### config.mk
export PLATFORM = sky130hd
export DESIGN_NAME = clock_set_ctrl_flat
export DESIGN_NICKNAME = d
export VERILOG_FILES = /design/src/rtl/clock_pkg.sv /design/src/rtl/clock_set_ctrl_if.sv /design/src/rtl/sw_edge.sv /design/src/rtl/clock_set_ctrl.sv /design/src/flat_wrapper.sv
export SDC_FILE = /design/constraint.sdc
export NUM_CORES = 1
export LEC_CHECK = 0
export ABC_AREA = 1
export CAP_MARGIN = 15
export CORE_UTILIZATION = 54
export DETAILED_ROUTE_END_ITERATION = 8
export GPL_TIMING_DRIVEN = 0
export PLACE_DENSITY = 0.81
export SLEW_MARGIN = 30
export SYNTH_ARGS = -nofsm -noshare
export SYNTH_HDL_FRONTEND = slang
export SYNTH_SLANG_ARGS = --single-unit
### constraint.sdc
create_clock -name CLK -period 2.5 [get_ports CLK]
set_input_delay 0.625 -clock CLK [delete_from_list [all_inputs] [get_ports CLK]]
set_output_delay 0.625 -clock CLK [all_outputs]
set_load 0.05 [all_outputs]
### src/rtl/clock_pkg.sv
// rtl/clock_pkg.sv - shared constants and width helpers for the clock set-mode controller
package clock_pkg;

    localparam int ST_NORMAL  = 0;

    localparam int FIELD_SEC  = 0;
    localparam int FIELD_MIN  = 1;
    localparam int FIELD_HOUR = 2;

    // State register holds 0 for NORMAL and k for SET(k-1), so it needs NFIELD+1 codes
    function automatic int state_w(input int nfield);
        return $clog2(nfield + 1);
    endfunction

    function automatic int cnt_w(input int maxval);
        return (maxval < 2) ? 1 : $clog2(maxval + 1);
    endfunction

endpackage

### src/rtl/clock_set_ctrl_if.sv
// rtl/clock_set_ctrl_if.sv - switch/tick inputs and field control outputs of the set-mode controller
interface clock_set_ctrl_if #(
    parameter int NFIELD = 3
);
    localparam int CW = (NFIELD < 2) ? 1 : $clog2(NFIELD);

    logic              SW1;
    logic              SW2;
    logic              SW3;
    logic              SEC_TICK;
    logic              BLINK_TICK;
    logic              sec_resetl;
    logic [NFIELD-1:0] field_inc;
    logic [NFIELD-1:0] field_onoff;
    logic              set_mode;
    logic [CW-1:0]     cur_field;

    modport master (
        output SW1, SW2, SW3, SEC_TICK, BLINK_TICK,
        input  sec_resetl, field_inc, field_onoff, set_mode, cur_field
    );

    modport slave (
        input  SW1, SW2, SW3, SEC_TICK, BLINK_TICK,
        output sec_resetl, field_inc, field_onoff, set_mode, cur_field
    );

endinterface

### src/rtl/sw_edge.sv
// rtl/sw_edge.sv - single-bit rising-edge detector whose history resets high
module sw_edge (
    input  logic clk,
    input  logic rst_n,
    input  logic d,
    output logic rise
);

    logic prev_q;
    logic prev_d;

    always_comb begin
        prev_d = d;
    end

    // Reset to 1 so a switch already held when reset releases is not seen as a press
    always_ff @(posedge clk or negedge rst_n) begin
        if (!rst_n) begin
            prev_q <= 1'b1;
        end else begin
            prev_q <= prev_d;
        end
    end

    assign rise = d & ~prev_q;

endmodule

### src/rtl/clock_set_ctrl.sv
// rtl/clock_set_ctrl.sv - set-mode controller: field select, increment/clear pulses, blink, timeout
// Optional auto-repeat of SW2 on held switch: CLOCK_SET_REPEAT_EN
module clock_set_ctrl
    import clock_pkg::*;
#(
    parameter int NFIELD       = 3,
    parameter int TIMEOUT      = 30,
    parameter int REPEAT_DELAY = 2
) (
    input  logic           CLK,
    input  logic           RESETL,
    clock_set_ctrl_if.slave bus
);

    localparam int SW_W = state_w(NFIELD);
    localparam int CW   = (NFIELD < 2) ? 1 : $clog2(NFIELD);
    localparam int TW   = cnt_w(TIMEOUT);

    logic e1, e2, e3;

    sw_edge u_sw1 (.clk(CLK), .rst_n(RESETL), .d(bus.SW1), .rise(e1));
    sw_edge u_sw2 (.clk(CLK), .rst_n(RESETL), .d(bus.SW2), .rise(e2));
    sw_edge u_sw3 (.clk(CLK), .rst_n(RESETL), .d(bus.SW3), .rise(e3));

    logic [SW_W-1:0]   state_q, state_d;
    logic              phase_q, phase_d;
    logic [TW-1:0]     tmo_q, tmo_d;
    logic              sec_resetl_q, sec_resetl_d;
    logic [NFIELD-1:0] field_inc_q, field_inc_d;
    logic [NFIELD-1:0] field_onoff_q, field_onoff_d;
    logic              set_mode_q, set_mode_d;
    logic [CW-1:0]     cur_field_q, cur_field_d;
    logic [CW-1:0]     new_idx;
    logic              in_set;

`ifdef CLOCK_SET_REPEAT_EN
    localparam int HW = cnt_w(REPEAT_DELAY);
    logic [HW-1:0] hold_q, hold_d;
`else
    localparam int unused_repeat_delay = REPEAT_DELAY;
`endif

    always_comb begin
        state_d      = state_q;
        phase_d      = bus.BLINK_TICK ? ~phase_q : phase_q;
        tmo_d        = tmo_q;
        sec_resetl_d = 1'b1;
        field_inc_d  = '0;
        new_idx      = '0;
        in_set       = (state_q != SW_W'(ST_NORMAL));

        if (!in_set) begin
            tmo_d = '0;
            if (e1) begin
                state_d = SW_W'(1);
                phase_d = 1'b1;
            end
        end else begin
            // cur_field_q mirrors state_q-1 while in SET, so it doubles as the field index
            if (e1) begin
                state_d = SW_W'(ST_NORMAL);
            end else if (e3) begin
                new_idx = (cur_field_q == '0) ? CW'(NFIELD - 1) : cur_field_q - 1'b1;
                state_d = SW_W'(new_idx) + SW_W'(1);
                phase_d = 1'b1;
            end else if (e2) begin
                phase_d = 1'b1;
                if (cur_field_q == CW'(FIELD_SEC)) begin
                    sec_resetl_d = 1'b0;
                end else begin
                    field_inc_d[cur_field_q] = 1'b1;
                end
            end

            if (e1 || e2 || e3) begin
                tmo_d = '0;
            end else if (TIMEOUT != 0 && bus.SEC_TICK) begin
                if (tmo_q == TW'(TIMEOUT - 1)) begin
                    state_d = SW_W'(ST_NORMAL);
                    tmo_d   = '0;
                end else begin
                    tmo_d = tmo_q + 1'b1;
                end
            end
        end

`ifdef CLOCK_SET_REPEAT_EN
        hold_d = hold_q;
        if (!in_set || e2 || !bus.SW2 || (state_d != state_q) ||
            (cur_field_q == CW'(FIELD_SEC))) begin
            hold_d = '0;
        end else if (bus.BLINK_TICK) begin
            if (hold_q == HW'(REPEAT_DELAY)) begin
                field_inc_d[cur_field_q] = 1'b1;
            end else begin
                hold_d = hold_q + 1'b1;
            end
        end
`endif

        // Display-side outputs are registered from the next state so they line up with it
        set_mode_d    = (state_d != SW_W'(ST_NORMAL));
        cur_field_d   = set_mode_d ? CW'(state_d - SW_W'(1)) : '0;
        field_onoff_d = '1;
        if (set_mode_d) begin
            field_onoff_d[cur_field_d] = phase_d;
        end
    end

    always_ff @(posedge CLK or negedge RESETL) begin
        if (!RESETL) begin
            state_q       <= SW_W'(ST_NORMAL);
            phase_q       <= 1'b1;
            tmo_q         <= '0;
            sec_resetl_q  <= 1'b1;
            field_inc_q   <= '0;
            field_onoff_q <= '1;
            set_mode_q    <= 1'b0;
            cur_field_q   <= '0;
        end else begin
            state_q       <= state_d;
            phase_q       <= phase_d;
            tmo_q         <= tmo_d;
            sec_resetl_q  <= sec_resetl_d;
            field_inc_q   <= field_inc_d;
            field_onoff_q <= field_onoff_d;
            set_mode_q    <= set_mode_d;
            cur_field_q   <= cur_field_d;
        end
    end

`ifdef CLOCK_SET_REPEAT_EN
    always_ff @(posedge CLK or negedge RESETL) begin
        if (!RESETL) begin
            hold_q <= '0;
        end else begin
            hold_q <= hold_d;
        end
    end
`endif

    assign bus.sec_resetl  = sec_resetl_q;
    assign bus.field_inc   = field_inc_q;
    assign bus.field_onoff = field_onoff_q;
    assign bus.set_mode    = set_mode_q;
    assign bus.cur_field   = cur_field_q;

endmodule
### src/flat_wrapper.sv
// flat-port wrapper written by rule: the top's interface ports become plain ports
module clock_set_ctrl_flat import clock_pkg::*;
#(
    parameter int NFIELD       = 3,
    parameter int TIMEOUT      = 30,
    parameter int REPEAT_DELAY = 2
)
  (CLK, RESETL, bus_SW1, bus_SW2, bus_SW3, bus_SEC_TICK, bus_BLINK_TICK, bus_sec_resetl, bus_field_inc, bus_field_onoff, bus_set_mode, bus_cur_field);
  clock_set_ctrl_if #(.NFIELD(NFIELD)) bus_i ();
  input  logic CLK;
  input  logic RESETL;
  input wire logic [$bits(bus_i.SW1)-1:0] bus_SW1;
  input wire logic [$bits(bus_i.SW2)-1:0] bus_SW2;
  input wire logic [$bits(bus_i.SW3)-1:0] bus_SW3;
  input wire logic [$bits(bus_i.SEC_TICK)-1:0] bus_SEC_TICK;
  input wire logic [$bits(bus_i.BLINK_TICK)-1:0] bus_BLINK_TICK;
  output wire logic [$bits(bus_i.sec_resetl)-1:0] bus_sec_resetl;
  output wire logic [$bits(bus_i.field_inc)-1:0] bus_field_inc;
  output wire logic [$bits(bus_i.field_onoff)-1:0] bus_field_onoff;
  output wire logic [$bits(bus_i.set_mode)-1:0] bus_set_mode;
  output wire logic [$bits(bus_i.cur_field)-1:0] bus_cur_field;
  assign bus_i.SW1 = bus_SW1;
  assign bus_i.SW2 = bus_SW2;
  assign bus_i.SW3 = bus_SW3;
  assign bus_i.SEC_TICK = bus_SEC_TICK;
  assign bus_i.BLINK_TICK = bus_BLINK_TICK;
  assign bus_sec_resetl = bus_i.sec_resetl;
  assign bus_field_inc = bus_i.field_inc;
  assign bus_field_onoff = bus_i.field_onoff;
  assign bus_set_mode = bus_i.set_mode;
  assign bus_cur_field = bus_i.cur_field;
  clock_set_ctrl #(.NFIELD(NFIELD), .TIMEOUT(TIMEOUT), .REPEAT_DELAY(REPEAT_DELAY)) u_core (.CLK(CLK), .RESETL(RESETL), .bus(bus_i));
endmodule
==> summary.md, run 1 <==
| Metric | Value |
|---|---|
| Sw frac | 32.2% |
| Setup Skew | 3.98 ps |
| Int Power | 0.481 mW |
| Synth unique cells | 26 |
| Area leader, netlist | dfrtp_1 |
| Total power of the final layout | 0.710 mW |
| Net count after synthesis | 114 |
| Clock Latency Late Sink | 300 ps |
| Syn Inst Count | 105 |
| Area grow syn2layout | 21.0% |
| CTS tree | yes |
| Synthesized area | 990 µm² |
| Synth area leaders | dfrtp_1, dfstp_2, nand2_1, inv_1, nor2_4 |
| CTS Buffer Depth | 2 |
| Period utilization | 89.6% |
| Async SR Flop Fraction | 100% |
| Most common cell in the netlist | nand2_1 |
| CTS root buffer | clkbuf_4 |
| Register area share after synthesis | 51.6% |
| Dpl cell area | 0.00117 mm² |
| Minimum clock period | 2240 ps |
| #FFs+latches synth | 20 |
| Leak | 0.543 nW |
| Vias per cell | 4.83 |
| Post-DP HPWL | 1310 µm |
| Clock power share | 21.7% |
| Layout cells sized above 1 | 26.6% |
| # resized after CTS | 0 |
| Largest net degree at the start of global routing | 21 |
| MaxCap Viol Count | 0 |
| H-tree depth | 1 |
| VDD IR-drop max | 0.414 mV |
| Via count | 720 |
| CP peak stage delay | 790 ps |
| Final nets | 134 |
| Finished Cell Area | 0.00120 mm² |
| Initial antenna violation count | 0 |
| Gpl congestion | 0.783 |
| Clock Sinks | 20 |
| WP buf/inv | 1 |
| Comb power frac | 25.8% |
| Clock Pin Slew Worst Setup and Hold Paths | 100 ps |
| GR Util All Layers | 19.7% |
| Worst slew pin tran | 852 ps |
| Final setup vio count | 0 |
| Unrepaired setup endpoints after global routing | false |
| Number of inserted diodes | 0 |
| Number of setup buffers added after CTS | 0 |
| Hold WC Path Type | reg2reg |
| Post-route setup TNS | 0 ps |
| Routed wire per std cell | 11.2 µm |
| Die Span Y | 44.8 µm |
| Rows | 15 |
| Top FF cell, synth | dfrtp_1 |
| Drt initial violations | 8 |
| Status | completed |
| P_sw | 0.229 mW |
| Fillers | 137 |
| Relative slew margins | 43.0% |
| Synthesized area per cell | 9.43 µm² |
| CP cell instances | clkdlybuf4s50_1 |
| CP delay by family, top | buffers and inverters |
| Cts bufs inserted | 3 |
| Final-report hold violation count | 0 |
| Die Area | 0.00201 mm² |
| Initial core utilization | 57.3% |
| First-pass GRT wire length | 2820 µm |
| CP endpoint kind | output pin |
| Reg power frac | 52.5% |
| Top cells by instance count after synthesis | nand2_1, inv_1, dfrtp_1, nor2_1, dfstp_2 |
| Core area | 0.00173 mm² |
| IO Count | 17 |
| Final Routed Wirelength | 1660 µm |
| EDFF count, synth | 0 |
| Critical Path Start Type | register |
| Worst EP required | 1880 ps |
| Crit Path Max Fanout | 1 |
| CP arrival | 1620 ps |
| Worst Setup Path Type | reg2out |
| Area share of the leading cell type in the synthesized netlist | 30.3% |
| Grt ovf | 0 |
| IO buf count | 15 |
| TritonRoute pass-1 iters | 4 |
| Post-route DRC violation count | 0 |
| Yosys warns | 0 |
| Vias in the first global route | 686 |
| Slowest cell on the critical path | clkdlybuf4s50_1 |
| Die width | 44.8 µm |
| FMAX | 0.446 GHz |
| Post-route ant nets | 0 |
| CTS Hold Bufs | 0 |
| Slew Limit Fails | 0 |
| PwrDens | 593 mW/mm² |
flip-flops by register name (all words and copies together), names as in the netlist:
signal / flops
u_core.bus.field_onoff: 3
u_core.phase_q: 1
u_core.u_sw2.prev_q: 1
u_core.state_q: 2
u_core.u_sw1.prev_q: 1
u_core.bus.set_mode: 1
u_core.bus.cur_field: 2
u_core.bus.sec_resetl: 1
u_core.tmo_q: 5
u_core.u_sw3.prev_q: 1
u_core.bus.field_inc: 2
stage by stage:
| stage | util, % | std cells | setup WS [ps] | hold slack (ps) |
|---|---|---|---|---|
| floorplan | - | 105 | 1110 | 329 |
| global placement | 67.8 | 145 | 553 | 491 |
| detailed placement | 67.8 | 145 | 549 | 491 |
| CTS | 69.3 | 149 | 247 | 517 |
| global route | 69.3 | 149 | 217 | 538 |
| finish | 69.3 | 149 | 259 | 514 |
power groups by stage:
| stage | Sequential [mW] | Clock (mW) | Combinational, mW |
|---|---|---|---|
| detailed placement | 0.379 | 0 | 0.183 |
| global placement | 0.376 | 0 | 0.178 |
| finish | 0.373 | 0.154 | 0.183 |
| global route | 0.376 | 0.169 | 0.199 |
| CTS | 0.373 | 0.159 | 0.184 |
| floorplan | 0.413 | 0 | 0.0942 |
final cells by class:
class / instances / area, µm² / share of cell area, %
sequential: 20 / 510 / 42.6
multi-input combinational: 67 / 408 / 34.1
timing repair buffer: 15 / 150 / 12.5
inverter: 17 / 63.8 / 5.33
tap: 25 / 31.3 / 2.61
clock buffer: 4 / 26.3 / 2.19
buffer: 1 / 7.51 / 0.627
final timing paths:
path / start / to / slack, ps / cells after the start
max in group asynchronous: RESETL / u_core.state_q[1] / 1170 / 1
worst max register to register: u_core.u_sw2.prev_q / u_core.tmo_q[2] / 1080 / 8
worst max-delay path: u_core.bus.field_onoff[1] / bus_field_onoff[1] / 260 / 1
worst min register to register: u_core.bus.cur_field[1] / u_core.bus.sec_resetl / 510 / 2
min in group asynchronous: RESETL / u_core.tmo_q[4] / 800 / 1
worst min-delay path: u_core.bus.cur_field[1] / u_core.bus.sec_resetl / 510 / 2
cell usage in the layout (no fill, tap or decap):
cell | Yosys | layout
a21oi_2 | 1 | 1
buf_4 | 1 | 1
clkbuf_1 | 0 | 1
clkbuf_4 | 0 | 3
clkdlybuf4s50_1 | 0 | 15
clkinv_1 | 1 | 1
conb_1 | 1 | 1
dfrtp_1 | 12 | 12
dfstp_2 | 8 | 8
ha_1 | 2 | 2
inv_1 | 13 | 13
inv_2 | 3 | 3
nand2_1 | 18 | 18
nand2_2 | 5 | 5
nand2_4 | 3 | 3
nand3_1 | 5 | 5
nand3_2 | 3 | 3
nand3b_1 | 1 | 1
nand4_1 | 1 | 1
nor2_1 | 9 | 9
nor2_2 | 2 | 2
nor2_4 | 4 | 4
nor3_1 | 2 | 2
nor4_1 | 1 | 1
o21ai_0 | 3 | 3
o21ai_1 | 1 | 1
o22ai_1 | 1 | 1
xnor2_1 | 2 | 2
xor2_1 | 2 | 2
cell families (layout without fill, tap and decap cells):
family	count (synthesis)	in the layout	share of synthesized area [%]
AND/OR/NAND/NOR	54	54	31.2
flip-flops	20	20	51.6
buffers and inverters	18	37	7.21
AO/OA/AOI/OAI	6	6	3.54
XOR/XNOR	4	4	3.54
adder cells (fa/ha/maj)	2	2	2.53
other	1	1	0.379
layer usage:
layer | vias up | routed length (µm) | global-route usage [%]
met4 | 0 | 19 | 6.67
met2 | 19 | 839 | 33.5
met3 | 4 | 88 | 6.40
met5 | - | 0 | 0
li1 | 361 | - | -
met1 | 336 | 716 | 23.6
(Power assumes the default switching activity.)
==> run 2: changes to the inputs <==
==> constraint.sdc (replaced) <==
create_clock -name CLK -period 2.8 [get_ports CLK]
set_input_delay 0.7 -clock CLK [delete_from_list [all_inputs] [get_ports CLK]]
set_output_delay 0.7 -clock CLK [all_outputs]
set_load 0.05 [all_outputs]
==> results of run 2 <==
The final DEF is identical to that of run 1. Status: completed.
Main changes from that run: setup slack after placement 549 ps -> 774 ps; setup slack after layout 259 ps -> 484 ps; register-to-register setup slack 1080 ps -> 1380 ps; total power 0.710 mW -> 0.634 mW; worst IR drop on VDD 0.414 mV -> 0.369 mV
